<file path="src/rtl/led_pkg.sv">
// Shared types and reset defaults for the multi-channel LED pattern generator.
package led_pkg;

    // Per-channel operating mode; encoding matches the cfg_mode write field.
    typedef enum logic [1:0] {
        MODE_OFF     = 2'd0,
        MODE_ON      = 2'd1,
        MODE_BLINK   = 2'd2,
        MODE_BREATHE = 2'd3
    } led_mode_t;

    // Channel state after reset: blinking, starting from the dark phase.
    localparam led_mode_t RST_MODE    = MODE_BLINK;
    localparam logic      RST_BLINK_Q = 1'b0;
    localparam logic      RST_DIR_UP  = 1'b1;

    // Channel state after a valid configuration write: lit phase first, ramp up from dark.
    localparam logic      LOAD_BLINK_Q = 1'b1;
    localparam logic      LOAD_DIR_UP  = 1'b1;

endpackage

</file>
<file path="src/rtl/led_channel.sv">
// One LED channel: holds its mode/period, steps its phase on ticks and drives a registered LED bit.
module led_channel
    import led_pkg::*;
#(
    parameter int PERIOD_W            = 16,
    parameter int PWM_W               = 8,
    parameter int DEFAULT_HALF_PERIOD = 500
) (
    input  logic                sys_clk,
    input  logic                rst,
    input  logic                tick,
    input  logic [PWM_W-1:0]    pwm_cnt,
    input  logic                we,
    input  led_mode_t           mode,
    input  logic [PERIOD_W-1:0] period,
    output logic                led
);

    localparam logic [PWM_W-1:0]    DUTY_MAX = '1;
    localparam logic [PWM_W-1:0]    DUTY_ONE = PWM_W'(1);
    localparam logic [PERIOD_W-1:0] CNT_ONE  = PERIOD_W'(1);

    led_mode_t           mode_q;
    logic [PERIOD_W-1:0] period_q;
    logic [PERIOD_W-1:0] cnt;
    logic                blink_q;
    logic [PWM_W-1:0]    duty;
    logic                dir_up;
    logic                phase_wrap;
    logic                animated;

    // The phase counter wraps after period_q ticks; only BLINK and BREATHE consume ticks.
    assign phase_wrap = (cnt == period_q - CNT_ONE);
    assign animated   = (mode_q == MODE_BLINK) || (mode_q == MODE_BREATHE);

    // Channel state: a write reloads everything and takes priority over a coincident tick.
    // NOTE: sequential state uses non-blocking assignments so every register sees pre-edge values.
    always_ff @(posedge sys_clk) begin
        if (rst) begin
            mode_q   <= RST_MODE;
            period_q <= PERIOD_W'(DEFAULT_HALF_PERIOD);
            cnt      <= '0;
            blink_q  <= RST_BLINK_Q;
            duty     <= '0;
            dir_up   <= RST_DIR_UP;
        end else if (we) begin
            mode_q   <= mode;
            period_q <= period;
            cnt      <= '0;
            blink_q  <= LOAD_BLINK_Q;
            duty     <= '0;
            dir_up   <= LOAD_DIR_UP;
        end else if (tick && animated) begin
            if (!phase_wrap) begin
                cnt <= cnt + CNT_ONE;
            end else begin
                cnt <= '0;
                if (mode_q == MODE_BLINK) begin
                    blink_q <= ~blink_q;
                end else if (dir_up) begin
                    // Top of the ramp reflects straight to MAX-1 so MAX is held for one step only.
                    if (duty == DUTY_MAX) begin
                        dir_up <= 1'b0;
                        duty   <= DUTY_MAX - DUTY_ONE;
                    end else begin
                        duty <= duty + DUTY_ONE;
                    end
                end else begin
                    if (duty == '0) begin
                        dir_up <= 1'b1;
                        duty   <= DUTY_ONE;
                    end else begin
                        duty <= duty - DUTY_ONE;
                    end
                end
            end
        end
    end

    // Registered LED drive decoded from the current channel state.
    always_ff @(posedge sys_clk) begin
        if (rst) begin
            led <= 1'b0;
        end else begin
            case (mode_q)
                MODE_OFF:     led <= 1'b0;
                MODE_ON:      led <= 1'b1;
                MODE_BLINK:   led <= blink_q;
                MODE_BREATHE: led <= (pwm_cnt < duty);
                default:      led <= 1'b0;
            endcase
        end
    end

endmodule

</file>
<file path="src/rtl/led_pattern_gen.sv">
// Multi-channel LED pattern generator: shared tick prescaler and PWM counter, write decode, channels.
module led_pattern_gen
    import led_pkg::*;
#(
    parameter int CH_NUM              = 4,
    parameter int TICK_DIV            = 200000,
    parameter int PERIOD_W            = 16,
    parameter int PWM_W               = 8,
    parameter int DEFAULT_HALF_PERIOD = 500,
    parameter int CH_W                = (CH_NUM > 1) ? $clog2(CH_NUM) : 1
) (
    input  logic                sys_clk,
    input  logic                rst,
    input  logic                cfg_we,
    input  logic [CH_W-1:0]     cfg_ch,
    input  logic [1:0]          cfg_mode,
    input  logic [PERIOD_W-1:0] cfg_period,
    output logic [CH_NUM-1:0]   led,
    output logic                cfg_err
);

    localparam int               PRE_W    = (TICK_DIV > 1) ? $clog2(TICK_DIV) : 1;
    localparam logic [PRE_W-1:0] PRE_LAST = PRE_W'(TICK_DIV - 1);
    localparam logic [CH_W:0]    CH_LIMIT = (CH_W + 1)'(CH_NUM);

    logic [PRE_W-1:0]  pre_cnt;
    logic              tick;
    logic [PWM_W-1:0]  pwm_cnt;
    logic              wr_ok;
    logic [CH_NUM-1:0] ch_we;

    assign tick  = (pre_cnt == PRE_LAST);
    // The extra MSB keeps the range check meaningful when CH_NUM is a power of two.
    assign wr_ok = ({1'b0, cfg_ch} < CH_LIMIT) && (cfg_period != '0);

    // Tick prescaler: counts 0..TICK_DIV-1 and wraps.
    always_ff @(posedge sys_clk) begin
        if (rst || tick) begin
            pre_cnt <= '0;
        end else begin
            pre_cnt <= pre_cnt + PRE_W'(1);
        end
    end

    // Free-running PWM frame counter shared by every channel.
    always_ff @(posedge sys_clk) begin
        if (rst) begin
            pwm_cnt <= '0;
        end else begin
            pwm_cnt <= pwm_cnt + PWM_W'(1);
        end
    end

    // One-cycle error pulse for a write that targets a missing channel or carries a zero period.
    always_ff @(posedge sys_clk) begin
        if (rst) begin
            cfg_err <= 1'b0;
        end else begin
            cfg_err <= cfg_we && !wr_ok;
        end
    end

    // Decode the accepted write into a per-channel strobe.
    // NOTE: the default is assigned first so no latch is inferred for unselected channels.
    always_comb begin
        ch_we = '0;
        for (int i = 0; i < CH_NUM; i++) begin
            if (cfg_we && wr_ok && (cfg_ch == CH_W'(i))) begin
                ch_we[i] = 1'b1;
            end
        end
    end

    for (genvar g = 0; g < CH_NUM; g++) begin : g_ch
        led_channel #(
            .PERIOD_W            (PERIOD_W),
            .PWM_W               (PWM_W),
            .DEFAULT_HALF_PERIOD (DEFAULT_HALF_PERIOD)
        ) u_channel (
            .sys_clk (sys_clk),
            .rst     (rst),
            .tick    (tick),
            .pwm_cnt (pwm_cnt),
            .we      (ch_we[g]),
            .mode    (led_mode_t'(cfg_mode)),
            .period  (cfg_period),
            .led     (led[g])
        );
    end

endmodule
</file>
<file path="config.mk">
export PLATFORM = sky130hd
export DESIGN_NAME = led_pattern_gen
export DESIGN_NICKNAME = d
export VERILOG_FILES = /design/src/rtl/led_pkg.sv /design/src/rtl/led_channel.sv /design/src/rtl/led_pattern_gen.sv
export SDC_FILE = /design/constraint.sdc
export NUM_CORES = 1
export LEC_CHECK = 0
export BUFFER_PORTS_ARGS = -buffer_cell sky130_fd_sc_hd__buf_4
export CAP_MARGIN = 5
export CORE_MARGIN = 10
export CORE_UTILIZATION = 63
export CTS_BUF_LIST = sky130_fd_sc_hd__clkbuf_8
export DETAILED_ROUTE_END_ITERATION = 8
export PLACE_DENSITY = 0.8
export SLEW_MARGIN = 5
export SYNTH_ARGS = -nofsm -noshare
export SYNTH_HDL_FRONTEND = slang
export SYNTH_SLANG_ARGS = --single-unit
</file>
<file path="constraint.sdc">
create_clock -name sys_clk -period 4.6 [get_ports sys_clk]
set_input_delay 0.92 -clock sys_clk [delete_from_list [all_inputs] [get_ports sys_clk]]
set_output_delay 0.92 -clock sys_clk [all_outputs]
set_load 0.02 [all_outputs]
</file>
Word level (Yosys, flattened, before mapping). Index checks and enable logic that the tools add are counted.

Bits in registers: 207. Latch bits: 0. Memory bits (writable): 0. Bits in read-only memories: 0. Bits of input ports: 23. Output and inout port bits: 5. Logic and storage cells: 187. Memories: 0.

Add/sub/neg operators: 18. Multipliers: 0. Divide/modulo/power cells: 0. Magnitude comparators: 4. Eq/ne operators: 24. Shift-type cells: 0. Muxes and demuxes: 52. Bitwise gates (word level): 8. Reductions and logical operators: 50.

Operator list (count): 8-bit 2-to-1 mux (12); 16-bit by 1-bit adder with 16-bit output (second input constant) (4); 16-bit == test (4); 16-bit 2-to-1 mux (4); 16-bit by 1-bit subtractor with 16-bit output (second input constant) (4); 8-bit by 1-bit adder with 8-bit output (second input constant) (5); 8-bit == test (second input constant) (4); 8-bit logical NOT (4); 8-bit less-than comparator (4); 1-bit 2-to-1 mux (32); 8-bit by 1-bit subtractor with 8-bit output (second input constant) (4); 3-bit AND reduction (8); 2-bit nonzero test (12); 2-bit == test (second input constant) (10); 18-bit by 1-bit adder with 18-bit output (second input constant) (1); 18-bit == test (second input constant) (1); 1-bit one-hot mux with 4 select lines (4); 16-bit nonzero test (1); 2-bit by 1-bit == test with 1-bit output (second input constant) (5); 1-bit logical AND (10); 2-bit logical NOT (5); 1-bit NOT (8); 2-bit OR reduction (4); 1-bit logical OR (5); 1-bit logical NOT (1).

Logic depth before layout (Yosys ltp).
Depth after elaboration: 6. Gate-level depth with buffers: 13. Depth with buffers taken out: 9.

Modules after synthesis. A second synthesis with hierarchy kept.

Cell total of the unflattened synthesis: 1508. Area total of the unflattened synthesis: 12737.2 um2.

By module, submodules not included: led_channel (instances 4, cells each 342, area an instance 2882.8 um2, seq. area each 900.9 um2); led_pattern_gen (instances 1, cells each 140, area an instance 1206.2 um2, seq. area each 540.5 um2).

Least setup slack after synthesis. No wires, ideal clock.

Kind: register -> register. Start: reg g_ch[3].u_channel.period_q[3]. End: reg g_ch[3].u_channel.dir_up. Library setup time: 0.120 ns. Arrival: 2.781 ns. Data required time: 4.480 ns. Slack: 1.699 ns. Stages on the path, launching flop included: 11. Path buffers: 3. Period minus slack after synthesis: 2.901 ns. Cells stage by stage: dfxtp_1 > buf_6 > or4_1 > buf_2 > or4_1 > and3_1 > o31ai_2 > nand4b_4 > or2_0 > buf_6 > o31a_1.

Longest elaborated chain between the ends: 3.

Ends and longest elaborated chain: start: declaration (RTL line led_channel.sv:24) `logic [PERIOD_W-1:0] period_q;`; start signal: assignment (RTL line led_channel.sv:41) `period_q <= PERIOD_W'(DEFAULT_HALF_PERIOD);`; start signal: assignment (RTL line led_channel.sv:48) `period_q <= period;`; 16-bit by 1-bit subtractor with 16-bit output (RTL line led_channel.sv:33) `assign phase_wrap = (cnt == period_q - CNT_ONE);`; 16-bit == test (RTL line led_channel.sv:33); 3-bit AND reduction (no source line); end signal: assignment (RTL line led_channel.sv:45) `dir_up <= RST_DIR_UP;`; end signal: assignment (RTL line led_channel.sv:52) `dir_up <= LOAD_DIR_UP;`; end signal: assignment (RTL line led_channel.sv:63) `dir_up <= 1'b0;`; end: declaration (RTL line led_channel.sv:28) `logic dir_up;`.

Every way passes these cells. A chain may end at the register's enable or synchronous reset.

Worst setup path after layout.
Start: reg g_ch[2].u_channel.period_q[0]. End: reg g_ch[2].u_channel.dir_up.

Longest elaborated chain between the ends: 3.

Ends and longest elaborated chain (RTL line): start: declaration (led_channel.sv:24); start signal: assignment (led_channel.sv:41); start signal: assignment (led_channel.sv:48); 16-bit by 1-bit subtractor with 16-bit output (led_channel.sv:33); 16-bit == test (led_channel.sv:33); 3-bit AND reduction (no source line); end signal: assignment (led_channel.sv:45); end signal: assignment (led_channel.sv:52); end signal: assignment (led_channel.sv:63); end: declaration (led_channel.sv:28).

Every way passes these cells.

==> flow_metrics.py <==
metrics = {
    "outcome": {
        "status": "finished, final reports clean",
    },
    "global_routing": {
        "antenna_found_initial": 0,
        "grt_usage": 0.2271,
        "first_global_vias": 10490,
        "grt_max_degree": 64,
        "grt_pass1_wl_um": 51070,
        "gr-total-overflow": 0,
    },
    "die": {
        "ios": 28,
        "fp.coreArea_mm2": 0.01965,
        "initial_core_util": 0.6478,
        "die_width_um": 162.2,
        "die_y_um": 162.2,
        "dieArea_mm2": 0.02629,
        "row_count": 51,
    },
    "timing": {
        "tightestPinTransition_ns": 1.182,
        "maxSlewHeadroom": 0.2047,
        "finClkSkew_ns": 0.01575,
        "layout_min_cycle_time_ns": 3.353,
        "setup_viol": 0,
        "hold_ws_ns": 0.4614,
        "tns_ns": 0,
        "fmaxAchievable_mhz": 298.2,
        "drv_slew": 0,
        "final_hold_viol_count": 0,
        "rsz0062_at_grt": "no",
        "min_period_over_period": 0.7290,
    },
    "finish": {
        "multiInputGateArea_mm2": 0.007946,
        "register_area_mm2": 0.004144,
        "final_nets": 1637,
        "drive_above_1_share": 0.07620,
        "diodes": 0,
        "instances_no_fill": 1853,
        "area_delta_synth_final_pct": 7.755,
        "fin_util": 0.6980,
        "fillers": 1638,
    },
    "logic_synthesis": {
        "ys_types": 75,
        "yosysWarnings": 0,
        "ys.flop_type": "dfxtp_1",
        "synthArstFlopShare": 0,
        "synth.net_count": 1655,
        "synthCells": 1582,
        "synth_edf_count": 0,
        "ys_ff_latch": 207,
        "postSynthAreaPerCell_um2": 8.047,
        "syn_area_mm2": 0.01273,
        "ys_seq_area_frac": 0.3255,
    },
    "setup_path": {
        "cp_max_fo": 14,
        "crit_family": "compound AO/OA/AOI/OAI gates",
        "path_buf_inv": 1,
        "crit_type": "register to register",
        "start_kind": "register",
        "r2r_cells": 9,
        "crit_slowest_cell": "a2111oi_4",
        "max_stage_delay_ns": 0.92,
        "cp.depth": 9,
        "crit_path_cell_trace": "inv_1 -> ha_1 -> nor3b_1 -> a211oi_1 -> o22ai_1 -> or4_1 -> a2111oi_4 -> nand2_1 -> a221o_1",
        "cp.arrival_ns": 3.76,
        "cp.required_ns": 5.01,
        "crit_path_end_kind": "register",
    },
    "placement": {
        "io_buffers": 27,
        "dp_hpwl_um": 22340,
        "gp_congestion": 0.9227,
        "dpl.cell_count": 1791,
    },
    "cts": {
        "ctsHoldBuffers": 0,
        "cts-buffers-inserted": 36,
        "numClockSinks": 207,
        "clk_pin_slew_ns": 0.06,
        "postCtsSetupRepairBufs": 0,
        "cts_tree": "done",
        "postCtsResizedCells": 0,
        "clock_tree.buffer_depth": 3,
        "clkLatencyLatePin_ns": 0.53,
        "root_buffer": "clkbuf_8",
        "h-tree-depth": 2,
    },
    "flow_run": {
        "drv_cap": 0,
    },
    "route": {
        "routedWlPerCell_um": 16.75,
        "dr.pass1.iters": 5,
        "drt-initial-drc-count": 949,
        "viasPerCell": 6.095,
        "drtAntennaViolNets": 0,
        "vias": 11290,
        "wl_um": 31040,
        "post-route-drc-count": 0,
    },
    "worst_hold_path": {
        "hold_path.class": "register to register",
        "whs_path_depth": 1,
    },
    "pwr": {
        "p_per_area_mw_per_mm2": 285.2,
        "power_mw": 3.913,
        "p_leak_nw": 5.318,
        "ir_drop_mv": 0.2153,
    },
}
-- per-layer routing --
metal / GRT usage / vias to the layer above / share of wire / wire [um]
li1: - / 5604 / - / -
met1: 0.2954 / 5279 / 0.45 / 13870
met2: 0.3804 / 357 / 0.47 / 14590
met3: 0.03059 / 54 / 0.059 / 1822
met4: 0.07320 / 0 / 0.024 / 750
met5: 0 / - / 0 / 0
-- registers in the layout, summed over array words and instances (netlist names) --
signal and cells:
g_ch.u_channel.blink_q 4, g_ch.u_channel.mode_q 8, pre_cnt 18, g_ch.u_channel.period_q 64, pwm_cnt 8, cfg_err 1, g_ch.u_channel.duty 32, g_ch.u_channel.led 4
g_ch.u_channel.cnt 64, g_ch.u_channel.dir_up 4
-- cell usage after synthesis, drive strengths merged (6+ instances only) --
cell type | count | area, um^2
nor4b | 7 | 61.31
a21oi | 61 | 305.3
nand3 | 71 | 355.3
nand2 | 125 | 469.2
inv | 66 | 247.7
nand3b | 6 | 45.04
dfxtp | 207 | 4144
nor2 | 206 | 773.2
o21ai | 33 | 165.2
clkbuf | 71 | 266.5
nand4 | 40 | 250.2
nor3b | 10 | 75.07
a211oi | 12 | 90.09
xnor2 | 88 | 770.7
ha | 50 | 625.6
a21o | 10 | 75.07
nor4 | 28 | 181.4
and4 | 9 | 78.83
o31ai | 17 | 132.6
nand2b | 11 | 68.82
a211o | 31 | 271.5
buf | 24 | 131.4
or4 | 13 | 100.1
a311oi | 8 | 70.07
or3 | 11 | 68.82
and2 | 8 | 50.05
or2 | 11 | 68.82
o211ai | 18 | 135.1
xor2 | 75 | 656.9
mux2i | 60 | 600.6
nor3 | 42 | 210.2
nor2b | 14 | 87.58
a31oi | 15 | 93.84
and3 | 49 | 306.5
-- cells in the final DEF (no fill, tap or decap), drive strengths merged, types with 10 or more instances in the layout --
| cell type | netlist | routed |
|---|---|---|
| nor4 | 28 | 28 |
| a31oi | 15 | 15 |
| a211o | 31 | 31 |
| and3 | 49 | 49 |
| a211oi | 12 | 12 |
| o211ai | 18 | 18 |
| ha | 50 | 50 |
| xnor2 | 88 | 88 |
| nand4 | 40 | 40 |
| o21ai | 33 | 33 |
| nor3b | 10 | 10 |
| xor2 | 75 | 75 |
| clkbuf | 71 | 48 |
| or3 | 11 | 11 |
| nor2 | 206 | 206 |
| nor3 | 42 | 42 |
| nand3 | 71 | 71 |
| o31ai | 17 | 17 |
| or2 | 11 | 11 |
| a21oi | 61 | 61 |
| inv | 66 | 72 |
| nand2b | 11 | 11 |
| nor2b | 14 | 14 |
| buf | 24 | 39 |
| a21o | 10 | 10 |
| or4 | 13 | 13 |
| mux2i | 60 | 60 |
| dfxtp | 207 | 207 |
| nand2 | 125 | 125 |
-- cell families (layout without fill, tap and decap cells) --
group / after synthesis / count (layout) / share of synthesized area
muxes: 60 / 60 / 0.04717
AOI/OAI and AO/OA: 270 / 270 / 0.1513
DFF: 207 / 207 / 0.3255
xor gates and xnor gates: 163 / 163 / 0.1121
and+or+nand+nor: 671 / 671 / 0.2641
adders and majority gates: 50 / 50 / 0.04914
buffers and inverters: 161 / 167 / 0.05071
-- stage by stage --
stage / area (um^2) / setup WS, ns
2_1_floorplan: 12730 / 1.699
3_3_place_gp: 12960 / 1.286
3_5_place_dp: 12960 / 1.194
4_1_cts: 13720 / 1.247
5_1_grt: 13720 / 1.049
6_report: 13720 / 1.247
-- path summary, 6_finish.rpt --
kind	from	to	slack (ns)
setup reg to reg	g_ch[2].u_channel.period_q[0]$_SDFFE_PP0P_	g_ch[2].u_channel.dir_up$_SDFFE_PP1P_	1.25
setup / recovery	g_ch[2].u_channel.period_q[0]$_SDFFE_PP0P_	g_ch[2].u_channel.dir_up$_SDFFE_PP1P_	1.25
hold reg to reg	pre_cnt[0]$_SDFF_PP0_	pre_cnt[0]$_SDFF_PP0_	0.46
hold / removal	pre_cnt[0]$_SDFF_PP0_	pre_cnt[0]$_SDFF_PP0_	0.46
-- area by class of cell --
| type | count | area share |
|---|---|---|
| inverter | 66 | 0.01806 |
| sequential | 207 | 0.3021 |
| tap | 265 | 0.02417 |
| timing repair buffer | 39 | 0.02134 |
| clock inverter | 14 | 0.006932 |
| clock buffer | 48 | 0.04816 |
| multi-input combinational | 1214 | 0.5793 |
-- report_power, final --
| part | leakage [nW] | switching [mW] | internal, mW |
|---|---|---|---|
| clock network | 0.407 | 0.764 | 0.988 |
| registers | 1.68 | 0.0527 | 1.83 |
| logic | 3.23 | 0.161 | 0.119 |
| total | 5.32 | 0.978 | 2.93 |
-- worst register-to-register path, delay by kind of cell, from the launching register on --
kind                       cells  cell delay (ns)
AOI/OAI and AO/OA              4             1.60
adders and majority gates      1             0.28
buffers and inverters          1             0.07
DFF                            1             0.43
and+or+nand+nor                3             0.87
Power figures use the tool's default switching activity.
